==> config.mk <==
export PLATFORM = sky130hd
export DESIGN_NAME = i2s_slave_rx_flat
export DESIGN_NICKNAME = d
export VERILOG_FILES = /design/src/rtl/i2s_slave_rx_pkg.sv /design/src/rtl/i2s_slave_rx_if.sv /design/src/rtl/i2s_slave_rx_sync.sv /design/src/rtl/i2s_slave_rx.sv /design/src/flat_wrapper.sv
export SDC_FILE = /design/constraint.sdc
export NUM_CORES = 1
export LEC_CHECK = 0
export BUFFER_PORTS_ARGS = -buffer_cell sky130_fd_sc_hd__clkbuf_2
export CORE_MARGIN = 4
export CORE_UTILIZATION = 37
export CTS_BUF_LIST = sky130_fd_sc_hd__clkbuf_8 sky130_fd_sc_hd__clkbuf_16
export DETAILED_ROUTE_END_ITERATION = 8
export SETUP_SLACK_MARGIN = 0.3
export SYNTH_ARGS = -nofsm -noshare
export SYNTH_HDL_FRONTEND = slang
export SYNTH_HIERARCHICAL = 1
export SYNTH_SLANG_ARGS = --single-unit
export TNS_END_PERCENT = 30
==> constraint.sdc <==
create_clock -name lmmi_clk_i -period 2.65 [get_ports lmmi_clk_i]
set_clock_uncertainty 0.05 [all_clocks]
set_input_delay 0.6625 -clock lmmi_clk_i [delete_from_list [all_inputs] [get_ports lmmi_clk_i]]
set_output_delay 0.6625 -clock lmmi_clk_i [all_outputs]
set_load 0.01 [all_outputs]
==> src/rtl/i2s_slave_rx_pkg.sv <==
// i2s_pkg: receiver FSM states, channel encoding and output word width shared with the TX side
package i2s_pkg;
  typedef enum logic [1:0] {IDLE, SHIFT, PAD} rx_state_t;
  typedef enum logic {CH_LEFT = 1'b0, CH_RIGHT = 1'b1} i2s_ch_t;
  localparam int I2S_WORD_W = 32;
endpackage

==> src/rtl/i2s_slave_rx_if.sv <==
// i2s_slave_rx_if: external I2S pins plus the sample valid/ready stream and status pulses
interface i2s_slave_rx_if;
  import i2s_pkg::*;
  logic                  i2s_sck_i;
  logic                  i2s_ws_i;
  logic                  i2s_sd_i;
  logic [I2S_WORD_W-1:0] sample_dat_o;
  logic                  sample_ch_o;
  logic                  sample_valid_o;
  logic                  sample_ready_i;
  logic                  overrun_o;
  logic                  short_word_o;
  modport slave (
    input  i2s_sck_i, i2s_ws_i, i2s_sd_i, sample_ready_i,
    output sample_dat_o, sample_ch_o, sample_valid_o, overrun_o, short_word_o
  );
  modport master (
    output i2s_sck_i, i2s_ws_i, i2s_sd_i, sample_ready_i,
    input  sample_dat_o, sample_ch_o, sample_valid_o, overrun_o, short_word_o
  );
endinterface

==> src/rtl/i2s_slave_rx_sync.sv <==
// i2s_rx_sync: synchronizes SCK/WS/SD into the system clock and flags SCK rising edges
module i2s_rx_sync #(
  parameter int SYNC_STAGES = 2
) (
  input  logic clk,
  input  logic rst,
  input  logic i_sck,
  input  logic i_ws,
  input  logic i_sd,
  output logic o_sck_rise,
  output logic o_ws_s,
  output logic o_sd_s
);
  logic [SYNC_STAGES-1:0] r_sck;
  logic [SYNC_STAGES-1:0] r_ws;
  logic [SYNC_STAGES-1:0] r_sd;
  logic                   r_sck_hist;
  always_ff @(posedge clk or posedge rst) begin
    if (rst) begin
      r_sck      <= '0;
      r_ws       <= '0;
      r_sd       <= '0;
      r_sck_hist <= 1'b0;
    end else begin
      r_sck      <= {r_sck[SYNC_STAGES-2:0], i_sck};
      r_ws       <= {r_ws[SYNC_STAGES-2:0], i_ws};
      r_sd       <= {r_sd[SYNC_STAGES-2:0], i_sd};
      r_sck_hist <= r_sck[SYNC_STAGES-1];
    end
  end
  assign o_sck_rise = r_sck[SYNC_STAGES-1] & ~r_sck_hist;
  assign o_ws_s     = r_ws[SYNC_STAGES-1];
  assign o_sd_s     = r_sd[SYNC_STAGES-1];
endmodule

==> src/rtl/i2s_slave_rx.sv <==
// i2s_slave_rx: I2S slave deserializer with valid/ready output; I2S_SLAVE_RX_FIFO_EN swaps the
// single output register for a FIFO_DEPTH-entry FIFO.
module i2s_slave_rx
  import i2s_pkg::*;
#(
  parameter int DATA_WIDTH  = 24,
  parameter int SYNC_STAGES = 2,
  parameter int FIFO_DEPTH  = 4
) (
  input logic             lmmi_clk_i,
  input logic             reset_i,
  input logic             en_i,
  i2s_slave_rx_if.slave   i2s
);
  localparam int CW = $clog2(DATA_WIDTH);
  logic                  w_sck_rise, w_ws_s, w_sd_s, w_ws_edge;
  logic                  r_ws_prev;
  rx_state_t             r_state, w_state_nx;
  logic [CW-1:0]         r_bit_cnt, w_bit_cnt_nx;
  logic [DATA_WIDTH-1:0] r_shreg, w_shreg_nx, w_data;
  i2s_ch_t               r_ch, w_ch_nx;
  logic                  w_done, w_short, w_over;
  logic [I2S_WORD_W-1:0] w_word;
  logic                  r_overrun, r_short;
  i2s_rx_sync #(.SYNC_STAGES(SYNC_STAGES)) u_sync (
    .clk        (lmmi_clk_i),
    .rst        (reset_i),
    .i_sck      (i2s.i2s_sck_i),
    .i_ws       (i2s.i2s_ws_i),
    .i_sd       (i2s.i2s_sd_i),
    .o_sck_rise (w_sck_rise),
    .o_ws_s     (w_ws_s),
    .o_sd_s     (w_sd_s)
  );
  assign w_ws_edge = w_sck_rise && (w_ws_s != r_ws_prev);
  always_ff @(posedge lmmi_clk_i or posedge reset_i) begin
    if (reset_i) r_ws_prev <= 1'b0;
    else if (w_sck_rise) r_ws_prev <= w_ws_s;
  end
  // The edge carrying a WS change holds the previous slot's LSB, so it only (re)starts a word.
  always_comb begin
    w_state_nx   = r_state;
    w_bit_cnt_nx = r_bit_cnt;
    w_shreg_nx   = r_shreg;
    w_ch_nx      = r_ch;
    w_done       = 1'b0;
    w_short      = 1'b0;
    w_data       = r_shreg;
    if (!en_i) begin
      w_state_nx   = IDLE;
      w_bit_cnt_nx = '0;
      w_shreg_nx   = '0;
    end else if (w_sck_rise) begin
      case (r_state)
        SHIFT: begin
          if (w_ws_edge) begin
            w_done  = 1'b1;
            w_short = 1'b1;
            w_data  = r_shreg << (DATA_WIDTH - r_bit_cnt);
          end else begin
            w_shreg_nx = {r_shreg[DATA_WIDTH-2:0], w_sd_s};
            w_data     = w_shreg_nx;
            w_done     = r_bit_cnt == CW'(DATA_WIDTH - 1);
            w_state_nx = w_done ? PAD : SHIFT;
            w_bit_cnt_nx = w_done ? r_bit_cnt : r_bit_cnt + 1'b1;
          end
        end
        default: ;
      endcase
      if (w_ws_edge) begin
        w_state_nx   = SHIFT;
        w_bit_cnt_nx = '0;
        w_shreg_nx   = '0;
        w_ch_nx      = i2s_ch_t'(w_ws_s);
      end
    end
  end
  always_ff @(posedge lmmi_clk_i or posedge reset_i) begin
    if (reset_i) begin
      r_state   <= IDLE;
      r_bit_cnt <= '0;
      r_shreg   <= '0;
      r_ch      <= CH_LEFT;
    end else begin
      r_state   <= w_state_nx;
      r_bit_cnt <= w_bit_cnt_nx;
      r_shreg   <= w_shreg_nx;
      r_ch      <= w_ch_nx;
    end
  end
  assign w_word = {{(I2S_WORD_W-DATA_WIDTH){w_data[DATA_WIDTH-1]}}, w_data};
`ifdef I2S_SLAVE_RX_FIFO_EN
  localparam int AW = $clog2(FIFO_DEPTH);
  logic [I2S_WORD_W:0] r_mem [FIFO_DEPTH];
  logic [AW:0]         r_wr, r_rd;
  logic                w_empty, w_full, w_push, w_pop;
  assign w_empty = r_wr == r_rd;
  assign w_full  = (r_wr[AW] != r_rd[AW]) && (r_wr[AW-1:0] == r_rd[AW-1:0]);
  assign w_push  = w_done && !w_full;
  assign w_pop   = !w_empty && i2s.sample_ready_i;
  assign w_over  = w_done && w_full;
  always_ff @(posedge lmmi_clk_i) begin
    if (w_push) r_mem[r_wr[AW-1:0]] <= {r_ch, w_word};
  end
  always_ff @(posedge lmmi_clk_i or posedge reset_i) begin
    if (reset_i) begin
      r_wr <= '0;
      r_rd <= '0;
    end else begin
      r_wr <= r_wr + (AW+1)'(w_push);
      r_rd <= r_rd + (AW+1)'(w_pop);
    end
  end
  assign i2s.sample_valid_o = !w_empty;
  assign {i2s.sample_ch_o, i2s.sample_dat_o} = w_empty ? '0 : r_mem[r_rd[AW-1:0]];
`else
  localparam int unused_fifo_depth = FIFO_DEPTH;
  logic                  r_valid;
  logic [I2S_WORD_W-1:0] r_dat;
  i2s_ch_t               r_out_ch;
  // A word finishing in the same cycle the held one is accepted still gets loaded.
  assign w_over = w_done && r_valid && !i2s.sample_ready_i;
  always_ff @(posedge lmmi_clk_i or posedge reset_i) begin
    if (reset_i) begin
      r_valid  <= 1'b0;
      r_dat    <= '0;
      r_out_ch <= CH_LEFT;
    end else if (w_done && !w_over) begin
      r_valid  <= 1'b1;
      r_dat    <= w_word;
      r_out_ch <= r_ch;
    end else if (i2s.sample_ready_i) begin
      r_valid  <= 1'b0;
    end
  end
  assign i2s.sample_valid_o = r_valid;
  assign i2s.sample_dat_o   = r_dat;
  assign i2s.sample_ch_o    = r_out_ch;
`endif
  always_ff @(posedge lmmi_clk_i or posedge reset_i) begin
    if (reset_i) begin
      r_overrun <= 1'b0;
      r_short   <= 1'b0;
    end else begin
      r_overrun <= w_over;
      r_short   <= w_short;
    end
  end
  assign i2s.overrun_o    = r_overrun;
  assign i2s.short_word_o = r_short;
endmodule

==> src/flat_wrapper.sv <==
// flat-port wrapper written by rule: the top's interface ports become plain ports
module i2s_slave_rx_flat import i2s_pkg::*;
#(
  parameter int DATA_WIDTH  = 24,
  parameter int SYNC_STAGES = 2,
  parameter int FIFO_DEPTH  = 4
)
  (lmmi_clk_i, reset_i, en_i, i2s_i2s_sck_i, i2s_i2s_ws_i, i2s_i2s_sd_i, i2s_sample_ready_i, i2s_sample_dat_o, i2s_sample_ch_o, i2s_sample_valid_o, i2s_overrun_o, i2s_short_word_o);
  i2s_slave_rx_if i2s_i ();
  input logic lmmi_clk_i;
  input logic reset_i;
  input logic en_i;
  input wire logic [$bits(i2s_i.i2s_sck_i)-1:0] i2s_i2s_sck_i;
  input wire logic [$bits(i2s_i.i2s_ws_i)-1:0] i2s_i2s_ws_i;
  input wire logic [$bits(i2s_i.i2s_sd_i)-1:0] i2s_i2s_sd_i;
  input wire logic [$bits(i2s_i.sample_ready_i)-1:0] i2s_sample_ready_i;
  output wire logic [$bits(i2s_i.sample_dat_o)-1:0] i2s_sample_dat_o;
  output wire logic [$bits(i2s_i.sample_ch_o)-1:0] i2s_sample_ch_o;
  output wire logic [$bits(i2s_i.sample_valid_o)-1:0] i2s_sample_valid_o;
  output wire logic [$bits(i2s_i.overrun_o)-1:0] i2s_overrun_o;
  output wire logic [$bits(i2s_i.short_word_o)-1:0] i2s_short_word_o;
  assign i2s_i.i2s_sck_i = i2s_i2s_sck_i;
  assign i2s_i.i2s_ws_i = i2s_i2s_ws_i;
  assign i2s_i.i2s_sd_i = i2s_i2s_sd_i;
  assign i2s_i.sample_ready_i = i2s_sample_ready_i;
  assign i2s_sample_dat_o = i2s_i.sample_dat_o;
  assign i2s_sample_ch_o = i2s_i.sample_ch_o;
  assign i2s_sample_valid_o = i2s_i.sample_valid_o;
  assign i2s_overrun_o = i2s_i.overrun_o;
  assign i2s_short_word_o = i2s_i.short_word_o;
  i2s_slave_rx #(.DATA_WIDTH(DATA_WIDTH), .SYNC_STAGES(SYNC_STAGES), .FIFO_DEPTH(FIFO_DEPTH)) u_core (.lmmi_clk_i(lmmi_clk_i), .reset_i(reset_i), .en_i(en_i), .i2s(i2s_i));
endmodule
# After elaboration in Yosys (flattened, before gate mapping)
# Index checks and enable logic that the tools add are counted.
# Widths: inputs -> output; s select.
# classes
n_addsub,2
eq_ne,6
shifts,1
mux,28
n_bitwise,2
n_reduce_logical,10
# op_table
cell,count
$mux 24,8
$shl 24x32->24,1
$mux 5,5
$mux 1,10
$mux 2,5
$reduce_and 3->1,2
$sub 5x5->6 const A,1
$add 5x1->5 const B,1
$eq 5x5->1 const B,1
$logic_and 1x1->1,4
$ne 3x1->1 const B,1
$ne 3x2->1 const B,1
$eq 2x1->1 const B,1
$logic_not 1->1,2
$ne 2x1->1 const B,1
$reduce_and 2->1,1
$reduce_bool 2->1,1
$and 1x1->1,1
$ne 1x1->1,1
$not 1->1,1
# totals
register_bits,68
in_bits,7
out_inout_bits,36
wordCells,63

# Depth between registers and ports, before layout
# Gate-level depths: netlist of run 1.
# logic_depth
ltp_word,12
mapped_depth,12
mapped_depth_nobuf,8

# By module
# The synthesis of run 1 kept the hierarchy.
# by_module_without_submodules
module,instances,cells_each,area_each_um2,seq_area_each_um2
i2s_slave_rx,1,469,3998.8,1526.5
i2s_rx_sync,1,9,192.7,175.2

# Worst setup path after synthesis of run 1
# OpenSTA, ideal clock, no wires.
# synth_timing
path_type,register to register
from,register u_core.r_bit_cnt[0]
to,register u_core.r_dat[20] (netlist: u_core/i2s.sample_dat_o[20])
setup_ns,0.123
arrival_time_ns,2.395
required_ns,2.477
slack_ns,0.082
path_stages_with_launch,12
path_cell_list,dfrtp_1 buf_2 inv_1 clkbuf_1 ha_1 buf_2 buf_2 mux2i_1 nor3_1 a211oi_2 o211ai_1 o221a_1
# synth_between
elab_chain_cells,9
elab_cells_between_ends,15
# synth_rtl
element,line,text
start: declaration,i2s_slave_rx.sv:19,"logic [CW-1:0] r_bit_cnt, w_bit_cnt_nx;"
start signal: assignment,i2s_slave_rx.sv:86,r_bit_cnt <= w_bit_cnt_nx;
branches (longest 9 deep; another with $sub 5x5->6),-,
end signal: assignment,i2s_slave_rx.sv:130,r_dat <= w_word;
end: declaration,i2s_slave_rx.sv:119,logic [I2S_WORD_W-1:0] r_dat;
# Several ways; the timed one is not identified.
# A chain may end at the register's enable or synchronous reset.

# Worst setup path in the final report of run 1
# layout_timing
from,register u_core.r_bit_cnt[0]
to,register u_core.r_dat[0] (netlist: u_core/i2s.sample_dat_o[0])
# The elaborated chain is that of the path after synthesis.

==> results of run 1 <==
sequential cells by signal (all words and copies together) (netlist names), 2 cells and up:
| register | count |
|---|---|
| u_core/u_sync/r_sck | 2 |
| u_core/u_sync/r_ws | 2 |
| u_core/i2s.sample_dat_o | 24 |
| u_core/r_shreg | 24 |
| u_core/r_bit_cnt | 5 |
| u_core/r_state | 2 |
| u_core/u_sync/r_sd | 2 |
path summary, 6_finish.rpt:
kind | cells after the start | endpoint | startpoint | slack (ns)
max in group asynchronous | 3 | u_core/i2s.sample_dat_o[16] | reset_i | 1.93
min | 2 | u_core/u_sync/r_sck_hist | reset_i | 0.19
min in group lmmi_clk_i | 0 | u_core/u_sync/r_sd[1] | u_core/u_sync/r_sd[0] | 0.29
max | 6 | u_core/i2s.sample_dat_o[0] | u_core/r_bit_cnt[0] | 0.36
min reg2reg | 0 | u_core/u_sync/r_sd[1] | u_core/u_sync/r_sd[0] | 0.29
max reg2reg | 6 | u_core/i2s.sample_dat_o[0] | u_core/r_bit_cnt[0] | 0.36
layout make-up:
cell class	count	area (um2)
Clock buffer	9	225
Clock inverter	6	57.6
Fill cell	1102	6030
Inverter	8	30.0
Multi-Input combinational cell	358	2300
Sequential cell	68	1710
Tap cell	140	175
Timing Repair Buffer	71	455
per-stage QoR:
stage	utilization	cell area, um2	std cells
6_report	0.451	4950	660
4_1_cts	0.442	4860	658
3_5_place_dp	0.415	4550	643
3_3_place_gp	0.415	4550	643
2_1_floorplan	-	4230	478
5_1_grt	0.451	4950	660
worst max-delay path, stage by stage, from the launching register on:
cell and delay, ns:
dfrtp_1 0.39, buf_6 0.20, o311ai_2 0.40, nand3_2 0.29
nor3_2 0.44, nand4_1 0.22, a31oi_1 0.22
logic make-up after synthesis:
family,synth area share
flip-flops,0.406
AO/OA/AOI/OAI,0.217
XOR/XNOR,0.0257
AND/OR/NAND/NOR,0.201
buffers and inverters,0.0657
multiplexers,0.0785
adder cells (fa/ha/maj),0.00597
layer usage:
| layer | up-vias | global-route usage |
|---|---|---|
| met5 | - | 0 |
| met4 | 0 | 0.0879 |
| met3 | 23 | 0.0407 |
| met2 | 165 | 0.301 |
| met1 | 1882 | 0.305 |
| li1 | 1776 | - |
cell usage in the layout (no fill, tap or decap), drive strengths merged, types with 3 or more instances in the layout:
cell type,count
nand2,82
dfrtp,68
a21oi,53
clkbuf,51
nor2,50
buf,29
mux2i,25
o21ai,20
and3,9
nand3,9
inv,9
nor3,9
o22ai,8
mux2,7
o32ai,7
nand2b,6
a221oi,6
xor2,5
a31oi,4
clkinv,4
a2bb2oi,4
o22a,3
nand4,3
nor4,3
xnor2,3
a211oi,3
power groups by stage:
| stage | registers, W | logic (W) | clock network (W) |
|---|---|---|---|
| finish | 0.00111 | 0.000264 | 0.00117 |
| global route | 0.00112 | 0.000294 | 0.00125 |
| CTS | 0.00112 | 0.000263 | 0.00120 |
| detailed placement | 0.00113 | 0.000261 | 0 |
| global placement | 0.00113 | 0.000260 | 0 |
| floorplan | 0.00114 | 0.000172 | 0 |
repair_timing:
action,CTS,global route
setup endpoints to repair,10,22
setup buffers,0,2
pin swaps,0,1
hold buffers,0,0
gates cloned,0,0
gates resized for setup,3,21
==> flow_summary.json, run 1 <==
{
  "path_class": "flip-flop to flip-flop",
  "dieArea_um2": 13100,
  "cp.arrival_ns": 2.51,
  "portBuffers": 42,
  "synth.area.top_cells": "dfrtp_1, nand2_1, a21oi_1",
  "finalCriticalPeriod_ns": 2.29,
  "drcViolationCount": 0,
  "place_hpwl_um": 9420,
  "synth_ff_type": "dfrtp_1",
  "clk_latency_ns": 0.34,
  "timing.final.ws_setup_ns": 0.359,
  "endpoint_kind": "flip-flop",
  "io_pins": 43,
  "synth_area_um2": 4190,
  "maxSlewViolCount": 0,
  "initial_core_util": 0.382,
  "yosysTopAreaCellShare": 0.406,
  "vdd_drop_max_v": 0.000489,
  "grt_overflow": 0,
  "die_w_um": 114,
  "powerDensity_nw_per_um2": 515,
  "power_w": 0.00255,
  "detail_route.first_pass.iterations": 6,
  "synth_nets": 487,
  "avgSynthCellArea_um2": 8.77,
  "maxCapViolCount": 0,
  "setup_tns_ns": 0,
  "synth-edff-count": 0,
  "slew_headroom": 0.625,
  "yosysMostFrequentCell": "nand2_1",
  "vias": 3846,
  "drive_gt1_frac": 0.254,
  "grt_pass1_wl_um": 20700,
  "synthArstFlopShare": 1.00,
  "ant_nets": 0,
  "cp_max_fo": 27,
  "grt_max_degree": 62,
  "met2_length_um": 5950,
  "cts_buffer_depth": 2,
  "worst_slew_pin_slew_ns": 0.561,
  "cts_tree": "built",
  "grt_pass1_vias": 3655,
  "fmax_mhz": 437,
  "synth_warnings": 6,
  "yosys.cell_types.count": 69,
  "routed_via_density": 5.83,
  "fin_crit_sh": 0.864,
  "nNetsFinal": 525,
  "dr_wl_met3_um": 933,
  "yosysSeqAreaShare": 0.406,
  "intPower_w": 0.00190,
  "worstSetupStartpointType": "flip-flop",
  "clkTransAtPathRegs_ns": 0.06,
  "routed_wirelength_um": 13200,
  "place_ws_ns": 0.209,
  "p_comb_frac": 0.104,
  "leakagePower_nw": 2.16,
  "setup_viol": 0,
  "h-tree-depth": 3,
  "fp.dieH_um": 114,
  "pwr-share-seq": 0.437,
  "clkPwrFrac": 0.459,
  "crit_required_ns": 2.87,
  "clkSinkCount": 68,
  "rsz0062_at_grt": "yes",
  "area_delta_synth_final_pct": 18.1,
  "drtIter0Drc": 360,
  "clock_tree.root_cell": "clkbuf_16",
  "status": "completed",
  "power.switching_w": 0.000647,
  "wl_per_cell_um": 20.1,
  "core_area_um2": 11000,
  "postSynthCellCount": 478,
  "place.gp.congestion": 0.948,
  "n_antenna_cell": 0,
  "holdWs_ns": 0.194,
  "cts_buffers": 9,
  "hp-class": "input pin to async pin",
  "synth_top_cells_by_count": "nand2_1, dfrtp_1, a21oi_1",
  "synth_seq_cells": 68,
  "rows": 38,
  "grt_antenna_before_repair": 0,
  "grt_usage": 0.209,
  "netSwitchingFraction": 0.254,
  "wirelength_met1_um": 6010,
  "synth_top_area_cell": "dfrtp_1",
  "highest_layer": "met4",
  "hold_violations": 0
}
Power figures use the tool's default switching activity.
==> run 2: changes to the inputs <==
--- a/config.mk
+++ b/config.mk
@@ -6,10 +6,12 @@
 export NUM_CORES = 1
 export LEC_CHECK = 0
 export BUFFER_PORTS_ARGS = -buffer_cell sky130_fd_sc_hd__clkbuf_2
+export CAP_MARGIN = 30
 export CORE_MARGIN = 4
-export CORE_UTILIZATION = 37
+export CORE_UTILIZATION = 35
 export CTS_BUF_LIST = sky130_fd_sc_hd__clkbuf_8 sky130_fd_sc_hd__clkbuf_16
 export DETAILED_ROUTE_END_ITERATION = 8
+export HOLD_SLACK_MARGIN = 0.08
 export SETUP_SLACK_MARGIN = 0.3
 export SYNTH_ARGS = -nofsm -noshare
 export SYNTH_HDL_FRONTEND = slang
==> flow_summary.json, run 2 (synthesis results as in run 1) <==
{
  "status": "completed",
  "grt_pass1_wl_um": 21300,
  "path_cells": "inv_1 > ha_4 > buf_8 > mux2i_1 > o32ai_1 > buf_4 > a221o_1 > o21ai_1 > o211ai_1",
  "clkPwrFrac": 0.448,
  "grt_usage": 0.196,
  "rsz0062_at_grt": "yes",
  "cts_buffer_depth": 2,
  "utilization": 0.430,
  "layout.cells.most_common": "nand2_1",
  "drtIter0Drc": 203,
  "setup_viol": 0,
  "portBuffers": 42,
  "path_class": "flip-flop to flip-flop",
  "place.gp.congestion": 0.938,
  "powerDensity_nw_per_um2": 504,
  "endpoint": "u_core/i2s.sample_dat_o[21]",
  "crit_required_ns": 2.83,
  "place_hpwl_um": 9690,
  "slew_headroom": 0.549,
  "power.switching_w": 0.000679,
  "detail_route.first_pass.iterations": 5,
  "reg2reg_slack_ns": 0.33,
  "worst_slew_pin_slew_ns": 0.675,
  "initial_core_util": 0.362,
  "ant_nets": 0,
  "crit_start": "u_core/r_bit_cnt[0]",
  "fp.dieH_um": 117,
  "cts_tree": "built",
  "finalCriticalPeriod_ns": 2.32,
  "n_antenna_cell": 0,
  "netSwitchingFraction": 0.271,
  "hp-class": "input pin to async pin",
  "final_cell_mix": "nand2_1, dfrtp_1, a21oi_1, nor2_1, clkbuf_2",
  "pwr-share-seq": 0.445,
  "endpoint_kind": "flip-flop",
  "maxSlewViolCount": 0,
  "clkSinkCount": 68,
  "rows": 39,
  "nFillCells": 1145,
  "cp.arrival_ns": 2.50,
  "dieArea_um2": 13800,
  "routed_via_density": 5.68,
  "clkTransAtPathRegs_ns": 0.06,
  "h-tree-depth": 3,
  "clk_latency_ns": 0.35,
  "clock_tree.root_cell": "clkbuf_16",
  "fin_crit_sh": 0.877,
  "io_pins": 43,
  "leakagePower_nw": 2.17,
  "cp_max_fo": 11,
  "core_area_um2": 11600,
  "vias": 3801,
  "fin_cells": 669,
  "maxCapViolCount": 0,
  "grt_max_degree": 33,
  "ctsHoldBuffers": 0,
  "r2r-start": "u_core/r_bit_cnt[0]",
  "multi_input_area_um2": 2270,
  "slowest_delay_ns": 0.37,
  "r2r-end": "u_core/i2s.sample_dat_o[21]",
  "routed_wirelength_um": 12900,
  "grt_antenna_before_repair": 0,
  "intPower_w": 0.00182,
  "grt_overflow": 0,
  "hold_violations": 0,
  "drive_gt1_frac": 0.245,
  "wl_per_cell_um": 19.3,
  "ff2ff_path_depth": 9,
  "nNetsFinal": 530,
  "die_w_um": 117,
  "grt_pass1_vias": 3812,
  "crit_path_top_delay_cell": "ha_4",
  "cts_buffers": 9,
  "vdd_drop_max_v": 0.000420,
  "seq_area_um2": 1700,
  "worstSetupStartpointType": "flip-flop",
  "area_delta_synth_final_pct": 18.5,
  "dp.cells": 650,
  "p_comb_frac": 0.107,
  "fmax_mhz": 431,
  "drcViolationCount": 0
}
[run 2: cell count changes in the layout (fill, tap and decap cells not counted), moves of 2 or more]
cell,before,now
o32ai_2,4,1
clkinvlp_4,0,4
dfrtp_2,3,0
o32ai_1,3,6
buf_4,24,29
buf_12,1,3
buf_6,4,1
mux2i_1,20,22
clkinv_2,3,1
dfrtp_1,65,68
[run 2: repair_timing]
action | in CTS | in global routing
setup endpoints to repair | 20 | 19
resized for setup | 3 | 7
setup buffers | 1 | 2
pin swaps | 1 | 3
[run 2: power by group through the flow]
stage | sequential (W) | clock [W] | combinational (W)
2_1_floorplan | 0.00114 | 0 | 0.000172
3_3_place_gp | 0.00113 | 0 | 0.000264
3_5_place_dp | 0.00113 | 0 | 0.000264
4_1_cts | 0.00111 | 0.00114 | 0.000267
5_1_grt | 0.00112 | 0.00119 | 0.000296
6_report | 0.00111 | 0.00112 | 0.000268
[run 2: through the flow]
step,area [um2],hold WS [ns],TNS (ns),total power [W],setup slack [ns]
final,4970,0.183,0,0.00250,0.327
after global routing,4970,0.198,0,0.00261,0.239
after CTS,4910,0.189,0,0.00253,0.315
after detailed placement,4600,0.286,-0.0782,0.00140,-0.0782
after global placement,4600,0.283,-0.0840,0.00139,-0.0840
after floorplan,4230,0.281,0,0.00131,0.318
[run 2: cell type report]
class | count | area share
flip-flops and latches | 68 | 0.342
well taps | 143 | 0.0360
inverters | 8 | 0.00604
repair buffers | 76 | 0.104
multi-input cells | 358 | 0.456
clock buffers | 9 | 0.0453
clock inverters | 7 | 0.0106
[run 2: worst min-delay path by stage]
| stage | end | depth (start not counted) | slack (ns) |
|---|---|---|---|
| finish | u_core/u_sync/r_ws[0] | 2 | 0.18 |
| global route | u_core/u_sync/r_sck[0] | 2 | 0.20 |
| floorplan | u_core/u_sync/r_sck[1] | 0 | 0.28 |
| CTS | u_core/u_sync/r_sck[0] | 2 | 0.19 |
| global placement | u_core/u_sync/r_ws[1] | 0 | 0.28 |
| detailed placement | u_core/u_sync/r_sck[1] | 0 | 0.29 |
[run 2: per-layer routing]
layer  share of wire  global-route usage  vias to the layer above
li1                -                   -                     1791
met5               0                   0                        -
met1            0.44               0.265                     1842
met4           0.039              0.0938                        0
met2            0.45               0.297                      137
met3           0.065              0.0433                       31
[run 2: critical path: cells and delay by family, from the launching register on]
family	cells	cell delay (ns)
adders and majority gates	1	0.37
buffers and inverters	3	0.44
muxes	1	0.25
DFF	1	0.36
AOI/OAI and AO/OA	4	0.73
